==> src/rtl/wb_arbiter.sv <==
// -----------------------------------------------------------------------------
// wb_arbiter
//
// Write-back arbiter in front of the register file's single write port. It
// merges the in-order pipeline (ALU) result stream with results returning from
// the long-latency unit (mul/div, loads) into one registered write. It also
// keeps a per-register busy scoreboard for long-latency destinations, which
// the hazard logic uses to stall dependent instructions.
//
// A long-latency result is parked in a one-entry hold register. The ALU wins
// the port while a result is held. A starvation counter bounds that wait: once
// the hold has lost STARVE_MAX times in a row, a one-cycle stall forces the
// pipeline to idle so the held result can drain.
//
// Parameters
//   XLEN        data width
//   STARVE_MAX  ALU-granted cycles a held result may wait before a forced
//               stall (1..15)
//
// Ports
//   clk, rst                 rising-edge clock, async active-high reset
//   alu_valid/rd/data        pipeline result (never back-pressured except by
//                            stall)
//   lu_valid/rd/data         long-latency result offer
//   lu_ready                 long-latency result accepted this cycle (comb)
//   issue_valid/issue_rd     long-latency op issued; marks rd busy
//   we, rd, wd               registered register-file write
//   busy                     registered scoreboard, bit n = x_n pending
//   stall                    registered; upstream must hold alu_valid low
// -----------------------------------------------------------------------------
module wb_arbiter #(
  parameter int XLEN       = 32,
  parameter int STARVE_MAX = 4
) (
  input  logic            clk,
  input  logic            rst,
  input  logic            alu_valid,
  input  logic [4:0]      alu_rd,
  input  logic [XLEN-1:0] alu_data,
  input  logic            lu_valid,
  output logic            lu_ready,
  input  logic [4:0]      lu_rd,
  input  logic [XLEN-1:0] lu_data,
  input  logic            issue_valid,
  input  logic [4:0]      issue_rd,
  output logic            we,
  output logic [4:0]      rd,
  output logic [XLEN-1:0] wd,
  output logic [31:0]     busy,
  output logic            stall
);

  localparam logic [3:0] STARVE_LAST = 4'(STARVE_MAX - 1);

  // Hold register for one long-latency result.
  logic            hold_v_q,    hold_v_d;
  logic [4:0]      hold_rd_q,   hold_rd_d;
  logic [XLEN-1:0] hold_data_q, hold_data_d;

  // Starvation counter and registered outputs.
  logic [3:0]      starve_q,    starve_d;
  logic            stall_q,     stall_d;
  logic            we_q,        we_d;
  logic [4:0]      rd_q,        rd_d;
  logic [XLEN-1:0] wd_q,        wd_d;
  logic [31:0]     busy_q,      busy_d;

  // The write currently on we/rd/wd came from the hold register, so its
  // commit at the next edge retires the scoreboard entry.
  logic            wb_hold_q,   wb_hold_d;

  logic grant_alu;
  logic grant_hold;
  logic lu_accept;

  // During a stall the ALU is locked out, so the hold always wins; otherwise
  // the hold only gets the port on cycles the pipeline leaves empty.
  assign grant_hold = hold_v_q && (stall_q || !alu_valid);
  assign grant_alu  = alu_valid && !stall_q;

  // Draining the hold frees the entry in the same cycle, which is what lets
  // the long-latency unit sustain one result per cycle.
  assign lu_ready  = !hold_v_q || grant_hold;
  assign lu_accept = lu_valid && lu_ready;

  // NOTE: every signal assigned in an always_comb gets a default on entry;
  // a path that leaves one unassigned would infer a latch.
  always_comb begin
    we_d      = 1'b0;
    rd_d      = rd_q;
    wd_d      = wd_q;
    wb_hold_d = 1'b0;
    if (grant_alu) begin
      we_d = (alu_rd != 5'd0);
      rd_d = alu_rd;
      wd_d = alu_data;
    end else if (grant_hold) begin
      // A write to x0 is suppressed but still consumes the held entry.
      we_d      = (hold_rd_q != 5'd0);
      rd_d      = hold_rd_q;
      wd_d      = hold_data_q;
      wb_hold_d = 1'b1;
    end
  end

  always_comb begin
    hold_v_d    = hold_v_q;
    hold_rd_d   = hold_rd_q;
    hold_data_d = hold_data_q;
    if (lu_accept) begin
      hold_v_d    = 1'b1;
      hold_rd_d   = lu_rd;
      hold_data_d = lu_data;
    end else if (grant_hold) begin
      hold_v_d = 1'b0;
    end
  end

  always_comb begin
    starve_d = starve_q;
    if (!hold_v_q || grant_hold) begin
      starve_d = 4'd0;
    end else if (starve_q != 4'hF) begin
      starve_d = starve_q + 4'd1;
    end
    // The hold losing on its last allowed cycle forces one stall cycle; the
    // stall itself grants the hold, so it can never persist.
    stall_d = hold_v_q && !grant_hold && (starve_q == STARVE_LAST);
  end

  always_comb begin
    busy_d = busy_q;
    if (we_q && wb_hold_q) begin
      busy_d[rd_q] = 1'b0;
    end
    // Applied after the clear so a same-edge re-issue keeps the bit set.
    if (issue_valid) begin
      busy_d[issue_rd] = 1'b1;
    end
    busy_d[0] = 1'b0;
  end

  // NOTE: sequential state uses non-blocking assignments only, so every flop
  // samples the values from before the edge regardless of statement order.
  always_ff @(posedge clk or posedge rst) begin
    if (rst) begin
      hold_v_q    <= 1'b0;
      hold_rd_q   <= 5'd0;
      hold_data_q <= '0;
      starve_q    <= 4'd0;
      stall_q     <= 1'b0;
      we_q        <= 1'b0;
      rd_q        <= 5'd0;
      wd_q        <= '0;
      busy_q      <= 32'd0;
      wb_hold_q   <= 1'b0;
    end else begin
      hold_v_q    <= hold_v_d;
      hold_rd_q   <= hold_rd_d;
      hold_data_q <= hold_data_d;
      starve_q    <= starve_d;
      stall_q     <= stall_d;
      we_q        <= we_d;
      rd_q        <= rd_d;
      wd_q        <= wd_d;
      busy_q      <= busy_d;
      wb_hold_q   <= wb_hold_d;
    end
  end

  assign we    = we_q;
  assign rd    = rd_q;
  assign wd    = wd_q;
  assign busy  = busy_q;
  assign stall = stall_q;

endmodule

==> config.mk <==
export PLATFORM = sky130hd
export DESIGN_NAME = wb_arbiter
export DESIGN_NICKNAME = d
export VERILOG_FILES = /design/src/rtl/wb_arbiter.sv
export SDC_FILE = /design/constraint.sdc
export NUM_CORES = 1
export LEC_CHECK = 0
export CAP_MARGIN = 10
export CORE_MARGIN = 8
export CORE_UTILIZATION = 46
export DETAILED_ROUTE_END_ITERATION = 10
export PLACE_DENSITY = 0.89
export SLEW_MARGIN = 20
export SYNTH_ARGS = -nofsm -noshare
export SYNTH_HDL_FRONTEND = slang
export SYNTH_SLANG_ARGS = --single-unit
==> constraint.sdc <==
create_clock -name clk -period 3.95 [get_ports clk]
set_clock_uncertainty 0.05 [all_clocks]
set_input_delay 0.395 -clock clk [delete_from_list [all_inputs] [get_ports clk]]
set_output_delay 0.395 -clock clk [all_outputs]
set_load 0.02 [all_outputs]
# Word-level counts from Yosys, hierarchy flattened
# Index checks and enable logic that the tools add are counted.
dict set report totals {
  ff_bits 113
  elab_cells 57
  out_inout_bits 72
  in_bits 84
}
dict set report classes {
  n_bitwise 3
  n_mux 18
  n_lt_le_gt_ge 4
  n_eq_ne 2
  reduce_logical 19
  addsub 1
}
# operator count
set ops {}
lappend ops {{32-bit two-way mux} 4}
lappend ops {{32-bit AND} 1}
lappend ops {{32-bit NOT} 1}
lappend ops {{32-bit OR} 1}
lappend ops {{5-bit by 6-bit < comparator with 1-bit output (second input constant)} 2}
lappend ops {{1-bit demux with 5-bit select} 2}
lappend ops {{5-bit by 1-bit greater-or-equal comparator with 1-bit output (second input constant)} 2}
lappend ops {{5-bit two-way mux} 2}
lappend ops {{5-bit nonzero test} 2}
lappend ops {{1-bit logical AND} 8}
lappend ops {{1-bit two-way mux} 8}
lappend ops {{4-bit two-way mux} 2}
lappend ops {{2-bit nonzero test} 3}
lappend ops {{4-bit by 1-bit adder with 4-bit output (second input constant)} 1}
lappend ops {{4-bit by 2-bit equality test with 1-bit output (second input constant)} 1}
lappend ops {{1-bit logical NOT} 4}
lappend ops {{4-bit inequality test (second input constant)} 1}
lappend ops {{1-bit logical OR} 2}

# Depth between registers and ports, before layout
# Gate-level depths: netlist (run 1).
dict set report logic_depth {
  depth_word 9
  depth_mapped 5
  mapped_depth_nobuf 4
}

# Worst setup path after synthesis (run 1)
# Ideal clock, no wire load.
dict set report synth_timing {
  path_type {register to register}
  start {register stall_q, in the netlist stall}
  end {register hold_data_q[0]}
  n_path_buf 1
  stages_incl_launch_ff 5
  arrival_time_ps 1340
  synth_period_minus_slack_ps 1515
  setup_time_ps 125
  required_ps 3775
  slack_ps 2435
  path_cell_list {dfrtp_1 > nand3b_4 > nand2_8 > buf_8 > mux2_4}
}
dict set report synth_between {
  elab_chain_len 4
}
# element line
set synth_lines {}
lappend synth_lines {{start: declaration} 62} ;# logic stall_q, stall_d;
lappend synth_lines {{start signal: assignment} 162} ;# stall_q <= stall_d;
lappend synth_lines {{1-bit logical OR} 78} ;# assign grant_hold = hold_v_q && (stall_q || !alu_valid);
lappend synth_lines {{1-bit logical AND} 78}
lappend synth_lines {{1-bit logical OR} 83} ;# assign lu_ready = !hold_v_q || grant_hold;
lappend synth_lines {{named net lu_ready} 41} ;# output logic lu_ready,
lappend synth_lines {{1-bit logical AND} 84} ;# assign lu_accept = lu_valid && lu_ready;
lappend synth_lines {{end signal: assignment} 160} ;# hold_data_q <= hold_data_d;
lappend synth_lines {{end: declaration} 58} ;# logic [XLEN-1:0] hold_data_q, hold_data_d;
# The timed path passes the listed nets, and every way through them passes these cells.
# A chain may end at the register's enable or synchronous reset.

# Worst setup path after layout (run 1)
dict set report layout_timing {
  start {register stall_q, in the netlist stall}
  end {output lu_ready}
}
dict set report layout_between {
  elab_chain_len 3
}
# element line
set layout_lines {}
lappend layout_lines {{1-bit logical OR} 78}
lappend layout_lines {{1-bit logical AND} 78}
lappend layout_lines {{1-bit logical OR} 83}
lappend layout_lines {{end: declaration} 41}
# No other way between the ends.

==> results.py, run 1 <==
metrics = {
    "clock_network": {
        "cts_max_path_buffers": 2,
        "cts-resized-gates": 0,
        "clock_latency_ns": 0.49,
        "cts_hold_buf": 0,
        "clock_sinks": 113,
        "cts-buffers-inserted": 17,
        "cts_setup_buffers": 0,
        "htreeDepth": 4,
        "cts_root_buf": "clkbuf_8",
        "clkSlewWorstSetupHoldPaths_ns": 0.05,
        "cts_tree": "done",
    },
    "routing": {
        "routed_via_density": 5.405,
        "postRouteAntennaNets": 0,
        "wl_mm": 12.98,
        "drc": 0,
        "drt_iter0_drc": 275,
        "first_pass_iters": 5,
        "vias": 3767,
        "post_drt_wl_per_cell_um": 18.62,
    },
    "cells_and_area": {
        "fillers": 769,
        "nets": 637,
        "multi_input_area_mm2": 0.001904,
        "area_growth_pct": 44.22,
        "fin_cells": 697,
        "antenna_cells": 0,
        "drive_above_1_share_pct": 12.83,
        "final_cell_area_mm2": 0.007010,
        "seqCellArea_mm2": 0.002829,
    },
    "place": {
        "dpl.hpwl_mm": 9.231,
        "finalWeightedCongestion": 0.8188,
        "numPortBuffers": 154,
        "placed_cells": 669,
        "placed_cell_area_mm2": 0.006472,
        "preCtsSetupSlack_ns": 1.516,
    },
    "min_path": {
        "hp-class": "in -> async",
    },
    "timing": {
        "post-route-min-period_ns": 2.176,
        "fmax_mhz": 459.5,
        "hold_violations": 0,
        "holdWs_ns": 0.3122,
        "setup_violations": 0,
        "relSlewSlack_pct": 49.05,
        "worstMarginPinSlew_ns": 0.7643,
        "slew_violations": 0,
        "fin_ws_ns": 1.774,
        "rsz0062_at_grt": "no",
        "period_share_pct": 55.10,
        "fin_setup_tns_ns": 0,
    },
    "grt": {
        "gr-usage-met2_pct": 31.72,
        "grt_pass1_wl_mm": 21.57,
        "antenna_found_initial": 0,
        "grt_max_degree": 78,
        "grt-ovfl-total": 0,
        "grt_pass1_vias": 4265,
        "grt_use_total_pct": 18.68,
        "met3_usage_pct": 6.188,
        "grt_util_met1_pct": 21.72,
        "gr-max-usage-layer": "met2",
    },
    "logic_synthesis": {
        "syn_area_mm2": 0.004861,
        "synth_flop_cell": "dfrtp_1",
        "netlist_instances": 393,
        "synth_edf_count": 0,
        "synth_top_area_share_pct": 58.17,
        "synth_cell_types": 35,
        "synth-seq-cells": 113,
        "syn_avg_cell_area_um2": 12.37,
        "synth_top_cell_by_area": "dfrtp_1",
        "syn-num-nets": 478,
        "yosysWarnings": 0,
        "seq_area_frac_synth_pct": 58.17,
        "synth.area.top_cells": "dfrtp_1 58%, o21ai_0 10%, mux2_4 9.3%, mux2i_1 7.8%, nand2_1 3.1%",
        "async_flop_share_pct": 100.0,
    },
    "setup_path": {
        "cp_data_required_time_ns": 3.50,
        "cp.arrival_ns": 1.73,
        "crit_path_max_fanout": 8,
        "start_kind": "flip-flop",
        "reg2reg_slack_ns": 2.33,
        "crit_path_end_kind": "primary output",
        "criticalPathCategory": "reg -> out",
    },
    "floorplan": {
        "fp.dieW_um": 118.8,
        "num_io_pins": 156,
        "dieArea_mm2": 0.01411,
        "rows": 37,
        "start_util_pct": 47.30,
        "die_h_um": 118.8,
        "core_area_mm2": 0.01028,
    },
    "pwr": {
        "p_leak_nw": 3.045,
        "power_density_mw_per_mm2": 544.8,
        "vdd_drop_max_uv": 299.5,
    },
    "flow_run": {
        "maxCapViolCount": 0,
    },
    "status": {
        "outcome": "complete, no violations",
    },
}
layout by cell type, fill, tap and decap left out, types with 5 or more instances in the layout:
cell	netlist	routed
nand2_1	40	40
mux2i_1	38	38
mux2_2	7	7
dfrtp_1	113	112
nor2_1	6	6
nand3b_1	8	8
o21ai_0	98	98
nand3_1	5	5
clkbuf_16	0	16
mux2_4	30	30
clkdlybuf4s50_1	0	154
cells in the mapped netlist (3+ instances only):
cell type	count
buf_8	3
mux2i_1	38
buf_2	6
nor2_1	6
dfrtp_1	113
nand2_1	40
o21ai_0	98
nand3b_1	8
o21ai_1	4
mux2_2	7
or3b_1	4
mux2_4	30
nand3_1	5
clkbuf_1	4
worst paths after layout:
kind / start / endpoint / cells past startpoint
worst max-delay path: stall$_DFF_PP0_ / lu_ready / 2
worst min register to register: busy[1]$_DFF_PP0_ / busy[1]$_DFF_PP0_ / 2
max in group asynchronous: rst / busy[10]$_DFF_PP0_ / 3
min in group clk: alu_data[17] / wd[17]$_DFFE_PP0P_ / 3
worst min-delay path: rst / rd[0]$_DFFE_PP0P_ / 2
worst max register to register: stall$_DFF_PP0_ / we$_DFF_PP0_ / 3
cell type report:
| type | count | area share [%] |
|---|---|---|
| Inverter | 1 | 0.08924 |
| Multi-Input combinational cell | 262 | 27.16 |
| Timing Repair Buffer | 157 | 22.31 |
| Clock buffer | 21 | 6.407 |
| Sequential cell | 113 | 40.35 |
| Clock inverter | 7 | 1.249 |
| Tap cell | 136 | 2.427 |
routing by layer:
metal  routed length (µm)  vias up
li1                     -     1725
met1                 5311     1841
met2                 6447      183
met3                 1061       18
met4                  159        0
met5                    0        -
state kept, by name, indices dropped and copies added (netlist names):
| signal | flops |
|---|---|
| rd | 5 |
| wb_hold_q | 1 |
| hold_data_q | 32 |
| wd | 32 |
| busy | 31 |
| hold_rd_q | 5 |
| stall | 1 |
| starve_q | 4 |
| we | 1 |
| hold_v_q | 1 |
critical path: stages (launching register included):
cell             delay [ns]
dfrtp_1                0.37
nand3b_4               0.23
clkdlybuf4s50_1        0.64
through the flow:
stage	power, mW	utilization, %
floorplan	1.960	-
global placement	2.406	62.98
detailed placement	2.448	62.98
CTS	3.847	68.20
global route	3.995	68.21
finish	3.819	68.21
where the power goes:
group	leakage, nW	switching [mW]	total (mW)	internal, mW
clock	0.265	0.483	1.39	0.910
combinational	1.49	0.443	0.926	0.483
sequential	1.29	0.137	1.50	1.36
kinds of logic (layout without fill, tap and decap cells):
group / Yosys count / after routing / share of synthesized area (%)
AOI/OAI and AO/OA: 103 / 103 / 10.63
xor gates and xnor gates: 1 / 1 / 0.1802
DFF: 113 / 113 / 58.17
and+or+nand+nor: 81 / 81 / 9.267
buffers and inverters: 18 / 186 / 2.702
other: 1 / 1 / 0.07715
adders and majority gates: 1 / 1 / 0.2574
muxes: 75 / 75 / 18.71
(Power assumes the default switching activity.)
==> run 2: changes to the inputs <==
--- a/config.mk
+++ b/config.mk
@@ -7,9 +7,9 @@
 export LEC_CHECK = 0
 export CAP_MARGIN = 10
 export CORE_MARGIN = 8
-export CORE_UTILIZATION = 46
+export CORE_UTILIZATION = 42
 export DETAILED_ROUTE_END_ITERATION = 10
-export PLACE_DENSITY = 0.89
+export PLACE_DENSITY = 0.86
 export SLEW_MARGIN = 20
 export SYNTH_ARGS = -nofsm -noshare
 export SYNTH_HDL_FRONTEND = slang
==> constraint.sdc (replaced) <==
create_clock -name clk -period 1.9 [get_ports clk]
set_clock_uncertainty 0.05 [all_clocks]
set_input_delay 0.19 -clock clk [delete_from_list [all_inputs] [get_ports clk]]
set_output_delay 0.19 -clock clk [all_outputs]
set_load 0.02 [all_outputs]
==> run 2 against run 1 <==
Net effect:
- flip-flop and latch count stayed put
- cell area is 2.9% higher
- combinational power is 110% higher
- setup slack worse by 1.6 ns
- sequential power is 110% higher
- largest power group is now the clock network
- total power is 120% higher
- largest cell class unchanged
- via count is 0.35% higher
- first-iteration DRC count is 0.36% lower
==> results.py, run 2 (same netlist as run 1, synthesis figures left out) <==
metrics = {
    "setup_path": {
        "r2r_cells": 3,
        "critPathMaxStageDelay_ns": 0.65,
        "r2r_end": "busy[13]$_DFF_PP0_",
        "path_buf_inv": 1,
        "cp-endpoint": "rd[4]",
        "crit_cells": 1,
        "reg2reg_slack_ns": 0.34,
        "crit_path_max_fanout": 10,
        "path_delay_family": "buffers and inverters",
        "cp_data_required_time_ns": 1.66,
        "slowest_stage": "clkdlybuf4s50_1",
        "cp_cell_sequence": "clkdlybuf4s50_1",
        "criticalPathCategory": "reg -> out",
        "r2r_start": "rd[1]$_DFFE_PP0P_",
        "crit_path_start": "rd[4]$_DFFE_PP0P_",
        "crit_path_end_kind": "primary output",
        "start_kind": "flip-flop",
        "cp.arrival_ns": 1.53,
    },
    "floorplan": {
        "num_io_pins": 156,
        "rows": 39,
        "core_area_mm2": 0.01137,
        "dieArea_mm2": 0.01527,
        "die_h_um": 123.6,
        "fp.dieW_um": 123.6,
        "start_util_pct": 42.75,
    },
    "clock_network": {
        "clock_sinks": 113,
        "clkSlewWorstSetupHoldPaths_ns": 0.06,
        "clock_latency_ns": 0.41,
        "htreeDepth": 4,
        "cts_tree": "done",
        "cts_max_path_buffers": 2,
        "cts_root_buf": "clkbuf_16",
        "cts-buffers-inserted": 17,
    },
    "timing": {
        "hold_violations": 0,
        "post-route-min-period_ns": 1.773,
        "worstMarginPinSlew_ns": 0.6514,
        "setup_violations": 0,
        "relSlewSlack_pct": 56.58,
        "slew_violations": 0,
        "fin_setup_tns_ns": 0,
        "holdWs_ns": 0.1108,
        "period_share_pct": 93.31,
        "fmax_mhz": 564.0,
        "rsz0062_at_grt": "no",
    },
    "status": {
        "outcome": "complete, no violations",
    },
    "grt": {
        "grt_max_degree": 49,
        "grt_pass1_wl_mm": 21.13,
        "grt-ovfl-total": 0,
        "grt_pass1_vias": 4174,
        "grt_use_total_pct": 17.72,
        "antenna_found_initial": 0,
    },
    "cells_and_area": {
        "antenna_cells": 0,
        "mostFrequentLayoutCell": "clkdlybuf4s50_1",
        "nets": 642,
        "area_growth_pct": 48.37,
        "layout_common_cells": "153 x clkdlybuf4s50_1, 109 x dfrtp_1, 98 x o21ai_0, 40 x nand2_1, 38 x mux2i_1",
        "drive_above_1_share_pct": 15.09,
    },
    "pwr": {
        "power_density_mw_per_mm2": 1163,
        "p_leak_nw": 3.107,
        "p_total_mw": 8.386,
        "vdd_drop_max_uv": 656.1,
    },
    "routing": {
        "post_drt_wl_per_cell_um": 18.93,
        "postRouteAntennaNets": 0,
        "routed_via_density": 5.302,
        "drt_iter0_drc": 274,
        "drc": 0,
        "wl_mm": 13.50,
        "vias": 3780,
        "first_pass_iters": 4,
    },
    "flow_run": {
        "maxCapViolCount": 0,
    },
    "place": {
        "finalWeightedCongestion": 0.7919,
        "numPortBuffers": 154,
        "dpl.hpwl_mm": 9.769,
    },
    "min_path": {
        "hp-class": "in -> async",
    },
}
==> run 2: what timing repair did <==
item | CTS | global route
setup endpoints to repair | 0 | 4
setup buffers | 0 | 0
resized for setup | 0 | 4
hold buffers | 0 | 0
==> run 2: layout make-up <==
type | count | area, µm²
Fill cell | 849 | 4158
Multi-Input combinational cell | 262 | 1903
Inverter | 1 | 7.507
Sequential cell | 113 | 2833
Clock inverter | 12 | 156.4
Tap cell | 143 | 178.9
Timing Repair Buffer | 162 | 1667
Clock buffer | 20 | 466.7
==> run 2: through the flow <==
step                std cells  utilization [%]  instance area (µm²)  setup WS, ns
floorplan                 393                -                 4865        0.2886
global placement          681            57.90                 6583        0.1759
detailed placement        681            57.90                 6583        0.1380
CTS                       713            63.38                 7206      0.005621
global route              713            63.43                 7212       0.08998
finish                    713            63.43                 7212        0.1271
==> run 2: report_power, final <==
| part | switching, mW | leakage [nW] | internal, mW |
|---|---|---|---|
| Sequential | 0.291 | 1.28 | 2.83 |
| Combinational | 0.932 | 1.54 | 1.03 |
| Clock | 1.14 | 0.283 | 2.17 |
| Total | 2.36 | 3.11 | 6.03 |
==> run 2: how the worst min path moves through the flow <==
stage	to	slack (ns)
floorplan	hold_v_q$_DFFE_PP0P_	0.25
global placement	hold_data_q[5]$_DFFE_PP0P_	0.44
CTS	wd[7]$_DFFE_PP0P_	0.11
detailed placement	hold_data_q[24]$_DFFE_PP0P_	0.45
global route	wd[7]$_DFFE_PP0P_	0.13
finish	wd[7]$_DFFE_PP0P_	0.11
==> run 2: per-layer routing <==
| metal | up-vias | GRT usage, % | wire length, µm | share of wire [%] |
|---|---|---|---|---|
| met1 | 1878 | 20.68 | 5359 | 40 |
| met5 | - | 0 | 0 | 0 |
| met4 | 0 | 7.524 | 219 | 1.6 |
| met3 | 18 | 5.893 | 984 | 7.3 |
| li1 | 1737 | - | - | - |
| met2 | 147 | 29.38 | 6936 | 51 |
